[src/rtl/zx_sram_arbiter_pkg.sv]
// Shared types, limits and helpers for the video/CPU SRAM arbiter.
package zx_sram_arb_pkg;

    typedef enum logic [1:0] {
        IDLE = 2'd0,
        ACT  = 2'd1,
        DONE = 2'd2
    } arb_state_e;

    localparam int MIN_ACCESS_CYCLES = 3;

    function automatic int clog2(input int value);
        int r;
        r = 0;
        while ((1 << r) < value) r++;
        return r;
    endfunction

endpackage

[src/rtl/zx_sram_arbiter_if.sv]
// Requester handshake plus SRAM pins of the shared video/CPU memory, bundled for the arbiter.
interface zx_sram_arbiter_if #(
    parameter int NCH = 3,
    parameter int AW  = 19
);
    logic [NCH-1:0]    req;
    logic [NCH-1:0]    we;
    logic [NCH*AW-1:0] addr;
    logic [NCH*8-1:0]  wdata;
    logic [NCH-1:0]    ack;
    logic [7:0]        rdata;
    logic              busy;
    logic [AW-1:0]     va;
    logic [7:0]        vd_i;
    logic [7:0]        vd_o;
    logic              vd_oe;
    logic              n_vrd;
    logic              n_vwr;

    modport slave (
        input  req, we, addr, wdata, vd_i,
        output ack, rdata, busy, va, vd_o, vd_oe, n_vrd, n_vwr
    );

    modport master (
        output req, we, addr, wdata, vd_i,
        input  ack, rdata, busy, va, vd_o, vd_oe, n_vrd, n_vwr
    );
endinterface

[src/rtl/zx_sram_arbiter_rr.sv]
// Winner selection for the SRAM arbiter: optional fixed-priority ch0, round-robin for the rest.
module zx_rr_arbiter
    import zx_sram_arb_pkg::*;
#(
    parameter int NCH         = 3,
    parameter int PRIO0_FIXED = 1
) (
    input  logic                    clk28,
    input  logic                    rst_n,
    input  logic [NCH-1:0]          req_i,
    input  logic                    grant_i,
    output logic                    any_o,
    output logic [clog2(NCH)-1:0]   win_o,
    output logic [NCH-1:0]          gnt_oh_o
);
    localparam int IW = clog2(NCH);
    localparam logic [IW-1:0] FIRST_RR = (PRIO0_FIXED != 0) ? IW'(1) : '0;

    logic [IW-1:0]  ptr_q, ptr_d;
    logic [NCH-1:0] elig;
    logic [IW-1:0]  hi_idx, lo_idx;
    logic           hi_found;

    // Scan downward so the last hit kept is the lowest index in each half of the wrap.
    always_comb begin
        elig = req_i;
        if (PRIO0_FIXED != 0) elig[0] = 1'b0;
        hi_idx   = '0;
        lo_idx   = '0;
        hi_found = 1'b0;
        for (int j = NCH - 1; j >= 0; j--) begin
            if (elig[j]) begin
                if (IW'(j) >= ptr_q) begin
                    hi_idx   = IW'(j);
                    hi_found = 1'b1;
                end else begin
                    lo_idx = IW'(j);
                end
            end
        end
        any_o = |req_i;
        if (PRIO0_FIXED != 0 && req_i[0]) win_o = '0;
        else if (hi_found)                win_o = hi_idx;
        else                              win_o = lo_idx;
        gnt_oh_o = '0;
        if (any_o) gnt_oh_o[win_o] = 1'b1;
    end

    always_comb begin
        ptr_d = ptr_q;
        if (grant_i && any_o && !(PRIO0_FIXED != 0 && win_o == '0)) begin
            if (win_o == IW'(NCH - 1)) ptr_d = FIRST_RR;
            else                       ptr_d = win_o + IW'(1);
        end
    end

    always_ff @(posedge clk28 or negedge rst_n) begin
        if (!rst_n) ptr_q <= FIRST_RR;
        else        ptr_q <= ptr_d;
    end
endmodule

[src/rtl/zx_sram_arbiter.sv]
// Shared video/CPU SRAM arbiter and access sequencer: one SRAM access at a time, req/ack per channel.
// state | meaning
// IDLE  | no access; winner picked and request latched when any req is high
// ACT   | SRAM access in progress, cnt counts ACCESS_CYCLES-1 down to 0
// DONE  | one-cycle ack to the latched winner, strobes released
module zx_sram_arbiter
    import zx_sram_arb_pkg::*;
#(
    parameter int NCH           = 3,
    parameter int AW            = 19,
    parameter int ACCESS_CYCLES = 4,
    parameter int PRIO0_FIXED   = 1
) (
    input  logic              clk28,
    input  logic              rst_n,
    zx_sram_arbiter_if.slave  bus
);
    localparam int IW = clog2(NCH);
    localparam int CW = clog2(ACCESS_CYCLES);
    localparam logic [CW-1:0] CNT_LOAD = CW'(ACCESS_CYCLES - 1);
    localparam logic [CW-1:0] WR_LAST  = CW'(ACCESS_CYCLES - 2);

    if (NCH < 2 || NCH > 8 || ACCESS_CYCLES < MIN_ACCESS_CYCLES) begin : g_param_check
        $error("zx_sram_arbiter: NCH must be 2..8 and ACCESS_CYCLES >= %0d", MIN_ACCESS_CYCLES);
    end

    arb_state_e     state_q, state_d;
    logic [CW-1:0]  cnt_q, cnt_d;
    logic [NCH-1:0] win_oh_q, win_oh_d;
    logic           we_q, we_d;
    logic [AW-1:0]  va_q, va_d;
    logic [7:0]     wdata_q, wdata_d;
    logic [7:0]     rdata_q, rdata_d;
    logic           grant;
    logic           any_req;
    logic [IW-1:0]  win;
    logic [NCH-1:0] gnt_oh;

    zx_rr_arbiter #(
        .NCH         (NCH),
        .PRIO0_FIXED (PRIO0_FIXED)
    ) u_rr (
        .clk28    (clk28),
        .rst_n    (rst_n),
        .req_i    (bus.req),
        .grant_i  (grant),
        .any_o    (any_req),
        .win_o    (win),
        .gnt_oh_o (gnt_oh)
    );

    always_comb begin
        state_d  = state_q;
        cnt_d    = cnt_q;
        win_oh_d = win_oh_q;
        we_d     = we_q;
        va_d     = va_q;
        wdata_d  = wdata_q;
        rdata_d  = rdata_q;
        grant    = 1'b0;
        unique case (state_q)
            IDLE: begin
                if (any_req) begin
                    grant    = 1'b1;
                    state_d  = ACT;
                    cnt_d    = CNT_LOAD;
                    win_oh_d = gnt_oh;
                    we_d     = bus.we[win];
                    va_d     = bus.addr[int'(win)*AW +: AW];
                    wdata_d  = bus.wdata[int'(win)*8 +: 8];
                end
            end
            ACT: begin
                if (cnt_q == '0) begin
                    state_d = DONE;
                    if (!we_q) rdata_d = bus.vd_i;
                end else begin
                    cnt_d = cnt_q - CW'(1);
                end
            end
            DONE:    state_d = IDLE;
            default: state_d = IDLE;
        endcase
    end

    always_ff @(posedge clk28 or negedge rst_n) begin
        if (!rst_n) begin
            state_q  <= IDLE;
            cnt_q    <= '0;
            win_oh_q <= '0;
            we_q     <= 1'b0;
            va_q     <= '0;
            wdata_q  <= '0;
            rdata_q  <= '0;
        end else begin
            state_q  <= state_d;
            cnt_q    <= cnt_d;
            win_oh_q <= win_oh_d;
            we_q     <= we_d;
            va_q     <= va_d;
            wdata_q  <= wdata_d;
            rdata_q  <= rdata_d;
        end
    end

    // Write strobe skips the first and last ACT cycles to give address/data setup and hold.
    assign bus.n_vwr = !(state_q == ACT && we_q && cnt_q != '0 && cnt_q <= WR_LAST);
    assign bus.n_vrd = !(state_q == ACT && !we_q);
    assign bus.vd_oe = (state_q == ACT) && we_q;
    assign bus.vd_o  = wdata_q;
    assign bus.va    = va_q;
    assign bus.rdata = rdata_q;
    assign bus.busy  = (state_q != IDLE);
    assign bus.ack   = (state_q == DONE) ? win_oh_q : '0;
endmodule

[src/flat_wrapper.sv]
// flat-port wrapper written by rule: the top's interface ports become plain ports
module zx_sram_arbiter_flat import zx_sram_arb_pkg::*;
#(
    parameter int NCH           = 3,
    parameter int AW            = 19,
    parameter int ACCESS_CYCLES = 4,
    parameter int PRIO0_FIXED   = 1
)
  (clk28, rst_n, bus_req, bus_we, bus_addr, bus_wdata, bus_vd_i, bus_ack, bus_rdata, bus_busy, bus_va, bus_vd_o, bus_vd_oe, bus_n_vrd, bus_n_vwr);
  zx_sram_arbiter_if #(.NCH(NCH), .AW(AW)) bus_i ();
  input  logic clk28;
  input  logic rst_n;
  input wire logic [$bits(bus_i.req)-1:0] bus_req;
  input wire logic [$bits(bus_i.we)-1:0] bus_we;
  input wire logic [$bits(bus_i.addr)-1:0] bus_addr;
  input wire logic [$bits(bus_i.wdata)-1:0] bus_wdata;
  input wire logic [$bits(bus_i.vd_i)-1:0] bus_vd_i;
  output wire logic [$bits(bus_i.ack)-1:0] bus_ack;
  output wire logic [$bits(bus_i.rdata)-1:0] bus_rdata;
  output wire logic [$bits(bus_i.busy)-1:0] bus_busy;
  output wire logic [$bits(bus_i.va)-1:0] bus_va;
  output wire logic [$bits(bus_i.vd_o)-1:0] bus_vd_o;
  output wire logic [$bits(bus_i.vd_oe)-1:0] bus_vd_oe;
  output wire logic [$bits(bus_i.n_vrd)-1:0] bus_n_vrd;
  output wire logic [$bits(bus_i.n_vwr)-1:0] bus_n_vwr;
  assign bus_i.req = bus_req;
  assign bus_i.we = bus_we;
  assign bus_i.addr = bus_addr;
  assign bus_i.wdata = bus_wdata;
  assign bus_i.vd_i = bus_vd_i;
  assign bus_ack = bus_i.ack;
  assign bus_rdata = bus_i.rdata;
  assign bus_busy = bus_i.busy;
  assign bus_va = bus_i.va;
  assign bus_vd_o = bus_i.vd_o;
  assign bus_vd_oe = bus_i.vd_oe;
  assign bus_n_vrd = bus_i.n_vrd;
  assign bus_n_vwr = bus_i.n_vwr;
  zx_sram_arbiter #(.NCH(NCH), .AW(AW), .ACCESS_CYCLES(ACCESS_CYCLES), .PRIO0_FIXED(PRIO0_FIXED)) u_core (.clk28(clk28), .rst_n(rst_n), .bus(bus_i));
endmodule
[config.mk]
export PLATFORM = sky130hd
export DESIGN_NAME = zx_sram_arbiter_flat
export DESIGN_NICKNAME = d
export VERILOG_FILES = /design/src/rtl/zx_sram_arbiter_pkg.sv /design/src/rtl/zx_sram_arbiter_if.sv /design/src/rtl/zx_sram_arbiter_rr.sv /design/src/rtl/zx_sram_arbiter.sv /design/src/flat_wrapper.sv
export SDC_FILE = /design/constraint.sdc
export NUM_CORES = 1
export LEC_CHECK = 0
export BUFFER_PORTS_ARGS = -buffer_cell sky130_fd_sc_hd__buf_2
export CAP_MARGIN = 5
export CORE_MARGIN = 2
export CORE_UTILIZATION = 45
export CTS_CLUSTER_DIAMETER = 80
export DETAILED_ROUTE_END_ITERATION = 10
export PLACE_DENSITY = 0.85
export SLEW_MARGIN = 30
export SYNTH_ARGS = -nofsm -noshare
export SYNTH_HDL_FRONTEND = slang
export SYNTH_HIERARCHICAL = 1
export SYNTH_SLANG_ARGS = --single-unit
[constraint.sdc]
create_clock -name clk28 -period 2.25 [get_ports clk28]
set_input_delay 0.225 -clock clk28 [delete_from_list [all_inputs] [get_ports clk28]]
set_output_delay 0.225 -clock clk28 [all_outputs]
set_load 0.005 [all_outputs]
[Word level (Yosys, flattened, before mapping)]
Cells that the tools add are included.
Word-level totals
  flip-flop bits (word level): 45
  logic and storage cells: 75
  input bits: 97
Cells by class
  $lt $le $gt $ge: 5
  reduce and logical (&&, ||, !) cells: 22
  multipliers: 1
  bitwise operators: 1
  multiplexer cells: 28
  eq/ne operators: 6
  add/subtract/negate cells: 2
  shift operators: 2
Operator list (number)
  $shiftx A57 B32 Y19: 1
  $mux W2: 15
  $shiftx A24 B6 Y8: 1
  $mux W1: 8
  $pmux W2 S2: 2
  $logic_and A1 B1 Y1: 7
  $mul A2 B5 Y7 const B: 1
  $logic_not A2 Y1: 3
  $reduce_and A3 Y1: 2
  $reduce_bool A2 Y1: 3
  $eq A2 B2 Y1 const B: 2
  $logic_not A1 Y1: 4
  $ne A2 B2 Y1 const B: 2
  $reduce_and A2 Y1: 2
  $lt A2 B3 Y1 const B: 1
  $mux W3: 1
  $reduce_or A3 Y1: 1
  $add A2 B1 Y2 const B: 1
  $bmux W1 S2: 1
  $demux W1 S2: 1
  $eq A2 B1 Y1 const B: 1
  $ge A1 B2 Y1 const A: 1
  $ge A2 B1 Y1 const B: 1
  $ge A2 B2 Y1 const A: 1
  4 further kinds: 4

[Logic depth before layout (Yosys ltp)]
  depth after elaboration: 11
  depth in mapped cells: 7
  depth with buffers taken out: 5

[By module]
The synthesis kept the hierarchy.
Modules (own cells, without submodules)
  zx_sram_arbiter: instances 1, area an instance 2397.3 µm², cells each 239
  zx_rr_arbiter: instances 1, area an instance 142.6 µm², cells each 16

[Worst setup path before layout]
No wires, ideal clock.
  kind: register to register
  start: register u_core.u_rr.ptr_q[0]
  end: register u_core.va_q[17], in the netlist u_core/bus.va[17]
  buffers on the path: 2
  path slack: 0.408 ns
  stages on the path, launching flop included: 8
  required time: 2.131 ns
  arrival: 1.724 ns
  cells stage by stage: dfstp_2 inv_1 a311oi_1 buf_6 buf_8 mux2i_1 o221ai_1 o21a_1
On the way
  longest elaborated chain between the ends: 9
  elaborated cells on any way between the ends: 18
  those cells by class: mul: 1; order compare: 2; shift: 1; mux: 14
Ends and longest elaborated chain
  from (decl): line zx_sram_arbiter_rr.sv:19  | logic [IW-1:0] ptr_q, ptr_d;
  from (signal assigned): line zx_sram_arbiter_rr.sv:59  | else ptr_q <= ptr_d;
  $ge A2 B2 Y1: line zx_sram_arbiter_rr.sv:33  | if (IW'(j) >= ptr_q) begin
  $mux W1: line zx_sram_arbiter_rr.sv:33
  $mux W1: line zx_sram_arbiter_rr.sv:32  | if (elig[j]) begin
  $mux W1: line zx_sram_arbiter_rr.sv:33
  $mux W1: line zx_sram_arbiter_rr.sv:32
  $mux W2 (*): line zx_sram_arbiter_rr.sv:43  | else if (hi_found) win_o = hi_idx;
  $mux W2 (*): line zx_sram_arbiter_rr.sv:42  | if (PRIO0_FIXED != 0 && req_i[0]) win_o = '0;
  via u_core.win[0]: line zx_sram_arbiter.sv:36  | logic [IW-1:0] win;
  $mul A2 B5 Y7 (*): line zx_sram_arbiter.sv:69  | va_d = bus.addr[int'(win)*AW +: AW];
  $shiftx A57 B32 Y19 (*): line zx_sram_arbiter.sv:69
  to (signal assigned): line zx_sram_arbiter.sv:100  | va_q <= va_d;
  to (decl): line zx_sram_arbiter.sv:31  | logic [AW-1:0] va_q, va_d;
The timed path passes the listed nets; every way through them passes the cells marked *.
A chain may end at the register's enable or synchronous reset.

[Final worst setup path]
  start: register u_core.u_rr.ptr_q[0]
  end: register u_core.va_q[10], in the netlist u_core/bus.va[10]
The elaborated chain is that of the path after synthesis.

==> results by stage <==
STA:
- The count of pins over their slew limit is 0.
- Setup violations remaining at the end of the flow were counted as 0.
- Adding up every negative setup slack in the final design gives 0 ps.
- The hold violation count in the final report is 0.
- Setup repair after global routing left no endpoint under its margin.
- At the pin with the least slew margin, the transition time is between 600 and 700 ps.
- In this run the tightest slew margin relative to its limit is 0.580.
- Of the available clock period, the critical path in the final layout requires 0.883.
- Setup slack closes at 263 ps.
- The clock tree skew after final layout is about 7.4 ps.
- Based on the critical path, the design can be clocked at up to 503 MHz.
- Subtracting the final worst setup slack from the clock period gives 1990 ps.

Worst setup path:
- In this run the register-to-register setup slack is 260 ps.
- Along the worst path, the maximum fanout reaches 15.
- Traced cell by cell, the critical path runs through inv_1 -> a311oi_4 -> buf_4 -> mux2i_1 -> or2_2 -> a31oi_1.
- The launching point of the worst reg2reg path is u_core/u_rr/ptr_q[0].
- The worst reg-to-reg path cell count is 6.
- The delay of the slowest critical-path stage is 530 ps.
- For the worst setup path, the data required time is 2460 ps.
- The capture point of the worst reg-to-reg path is u_core/bus.va[10].
- The category of the worst setup path capture point is a flop.
- The type of the setup path with the least slack is flop to flop.
- The startpoint kind of the worst setup timing path is a flop.
- The slowest stage of the critical path belongs to the cell sky130_fd_sc_hd__dfstp_2.
- Data arrives at the worst endpoint at 2200 ps.

Pwr:
- The power share of the sequential group is 0.415.
- VDD sags by at most 421 µV.
- The net switching fraction of the power is 0.353.
- The reported net switching power is between 1 and 1.5 mW.
- The combinational fraction of design power is 0.449.
- Internal power comes to 2.28 mW.
- Power spread over the standard cell area amounts to 1050 nW/µm².
- The leakage component of the power is about 1.6 nW.
- The share of total power dissipated in the clock network is 0.136.

Logic synthesis:
- The average instance in the mapped netlist occupies ~10 µm².
- The flip-flop and latch count after synthesis is 45.
- The Yosys step of the flow raised 6 warnings.
- The number of instances in the synthesized netlist is between 200 and 300.
- The distinct cell type count after synthesis is 35.
- The synthesized netlist net count is approximately 360.
- Of the synthesized area, sequential elements account for 0.444.
- The post-synthesis instance area is 2540 µm².

Floorplan:
- The placeable core region is roughly 5500 µm².
- The horizontal die dimension is 79.1 µm.
- The effective utilization at floorplan is 0.464.
- For this design the top-level I/O count stands at 139.
- The row count is 27.
- The die covers about 6300 µm².
- The vertical extent of the die is roughly 79 µm.

Run status:
- The run finished with clean final reports.

Global routing:
- Entering global routing, the biggest net connects 30 pins.
- The number of antenna violations at the first check in global routing came to 0.
- The global router's overall resource usage is 0.211.
- The via count of the first global-routing pass is around 2,300.
- The global-route wire length before repair is 10,400 µm.
- The global-route congestion overflow total is 0.

Finish:
- The final-layout fill cell count is 506.
- Of the cells placed in the final design, the portion with a size suffix greater than 1 is 0.477.
- 0 antenna diodes ended up in the layout.
- The library cell used most frequently in the layout, excluding fill and tap cells, is sky130_fd_sc_hd__buf_2.
- Measured on the finished design, the core utilization comes to 0.615.
- The final cell count without fillers is 462.
- The total number of nets in the final design is 489.
- The top cell types in the final layout, fill and taps aside, are sky130_fd_sc_hd__buf_2 (138), sky130_fd_sc_hd__dfrtp_1 (44), sky130_fd_sc_hd__nor2_1 (32).
- Summing all non-filler instances in the final layout gives an area of between 3000 and 4000 µm².
- The area growth from synthesis to layout is 32.5%.

Clock network:
- The root buffer cell chosen for the clock tree is sky130_fd_sc_hd__clkbuf_8.
- No sink is reached through more buffers than the 2 on the longest clock path.
- The post-CTS setup-driven buffer insertion count is 0.
- The clock reaches the later pin of the worst-skew pair after 290 ps.
- The CTS tree is yes.
- Clock tree synthesis found a total of 45 sinks.
- TritonCTS created 5 clock buffers.
- After clock tree synthesis, the clock-pin slew on the worst setup and hold paths is ~80 ps.
- The clock tree synthesis step divided the H-tree into 2 levels.

Placement:
- The number of port buffers is 138.
- The cell area reported after detailed placement is around 3300 µm².
- Summed over all nets, the half-perimeter wirelength after detailed placement is 4850 µm.
- OpenSTA, run right after detailed placement, puts the worst setup slack at 311 ps.
- The number of instances in the placed design is 453.
- The last weighted congestion value of the routability-driven placer is 0.807.

Route:
- The met3 wire length is 216 µm.
- The number of routed nets with antenna violations is 0.
- The count of vias placed by the detailed router is 2,324.
- The DRC marker count from the first detailed-route iteration is 83.
- The post-route met1 wirelength is 2600 µm.
- For this run, design rule violations remaining after detail routing come to 0.
- The via count normalized by instance count is 5.03.
- The total detailed-routing wirelength is ~6300 µm.
- The number of detailed-routing iterations run before antenna repair is 4.
- The highest metal layer carrying signal wires in the routed design is met4.
- The routed design uses 3420 µm of met2 wire.
- After detailed routing, the average wire length per cell comes to 13.7 µm.

Flow run:
- The max-capacitance violation count is 0.

Worst hold path:
- The worst hold endpoint is u_core/bus.rdata[6].
- The path class of the lowest-slack min-delay path is primary input to flop.
- Along the worst hold path, the cell count comes to 2.
- The beginning of the worst hold path is bus_vd_i[6].
[critical path: cells and delay by family (launching register included)]
family	cells	cell delay, ps
mux	1	130
buf+inv	2	420
compound gates	2	540
flops	1	530
simple gates	1	280
[area by class of cell]
cell class / instances / area, µm² / share of cell area
clock buffer: 8 / 80.1 / 0.0238
inverter: 5 / 18.8 / 0.00558
multi-input combinational: 187 / 1300 / 0.387
sequential: 45 / 1130 / 0.335
tap: 72 / 90.1 / 0.0268
timing repair buffer: 145 / 746 / 0.222
[metrics by stage]
step / power [mW] / hold slack [ps]
floorplan: 2.44 / -70.6
global placement: 2.99 / 205
detailed placement: 3.07 / 215
CTS: 3.56 / 142
global route: 3.82 / 146
finish: 3.52 / 153
[cells in the mapped netlist, drive strengths merged]
library cell	count	area, µm²
a32o	1	10.0
a22o	1	8.76
a311oi	2	17.5
nand3b	1	7.51
and3b	1	8.76
nand2b	2	12.5
o221ai	1	8.76
dfstp	1	26.3
a32oi	1	8.76
dfrtp	44	1100
or2b	1	7.51
nor2b	4	27.5
or2	28	175
a31oi	27	169
mux2i	29	290
and2	5	31.3
a2bb2oi	2	17.5
ha	3	37.5
inv	5	18.8
nand2	29	109
clkbuf	6	22.5
mux2	12	165
buf	12	96.3
nor3b	1	18.8
o21a	1	7.51
nor2	32	120
or3	1	6.26
a21oi	2	10.0
[power by group through the flow]
stage               combinational, mW  sequential [mW]  clock [mW]
floorplan                       0.977             1.46           0
global placement                 1.53             1.46           0
detailed placement               1.59             1.47           0
CTS                              1.60             1.46       0.498
global route                     1.77             1.52       0.530
finish                           1.58             1.46       0.479
[logic make-up after synthesis]
logic type,after synthesis,share of synthesized area
simple gates,105,0.206
flops,45,0.444
fa+ha+maj,3,0.0148
compound gates,38,0.101
buf+inv,23,0.0542
mux,41,0.179
[worst max-delay path by stage]
stage                         to                  from  cells after the start  slack [ps]
2_1_floorplan  u_core/bus.va[17]  u_core/u_rr/ptr_q[0]                      7         410
3_3_place_gp    u_core/bus.va[2]  u_core/u_rr/ptr_q[1]                      5         170
3_5_place_dp    u_core/bus.va[0]  u_core/u_rr/ptr_q[0]                      6         310
4_1_cts         u_core/bus.va[0]  u_core/u_rr/ptr_q[0]                      6         280
5_1_grt         u_core/bus.va[0]  u_core/u_rr/ptr_q[0]                      6         180
6_report       u_core/bus.va[10]  u_core/u_rr/ptr_q[0]                      6         260
[layer usage]
metal | track usage | up-vias
met1 | 0.243 | 1112
met3 | 0.0386 | 5
met5 | 0 | -
li1 | - | 1143
met2 | 0.392 | 64
met4 | 0.0690 | 0
[flip-flops by register name (all words and copies together), names as in the netlist]
register and cells:
u_core/u_rr/ptr_q 2, u_core/state_q 2, u_core/cnt_q 2, u_core/bus.va 19
u_core/we_q 1, u_core/bus.vd_o 8, u_core/bus.rdata 8, u_core/win_oh_q 3
[repair_timing]
| item | 4_1_cts | 5_1_grt |
|---|---|---|
| setup endpoints to repair | 0 | 0 |
| resized for setup | 0 | 0 |
| hold buffers | 1 | 0 |
| hold endpoints to repair | 21 | 0 |
No activity file was read; power rests on OpenSTA's default activity.
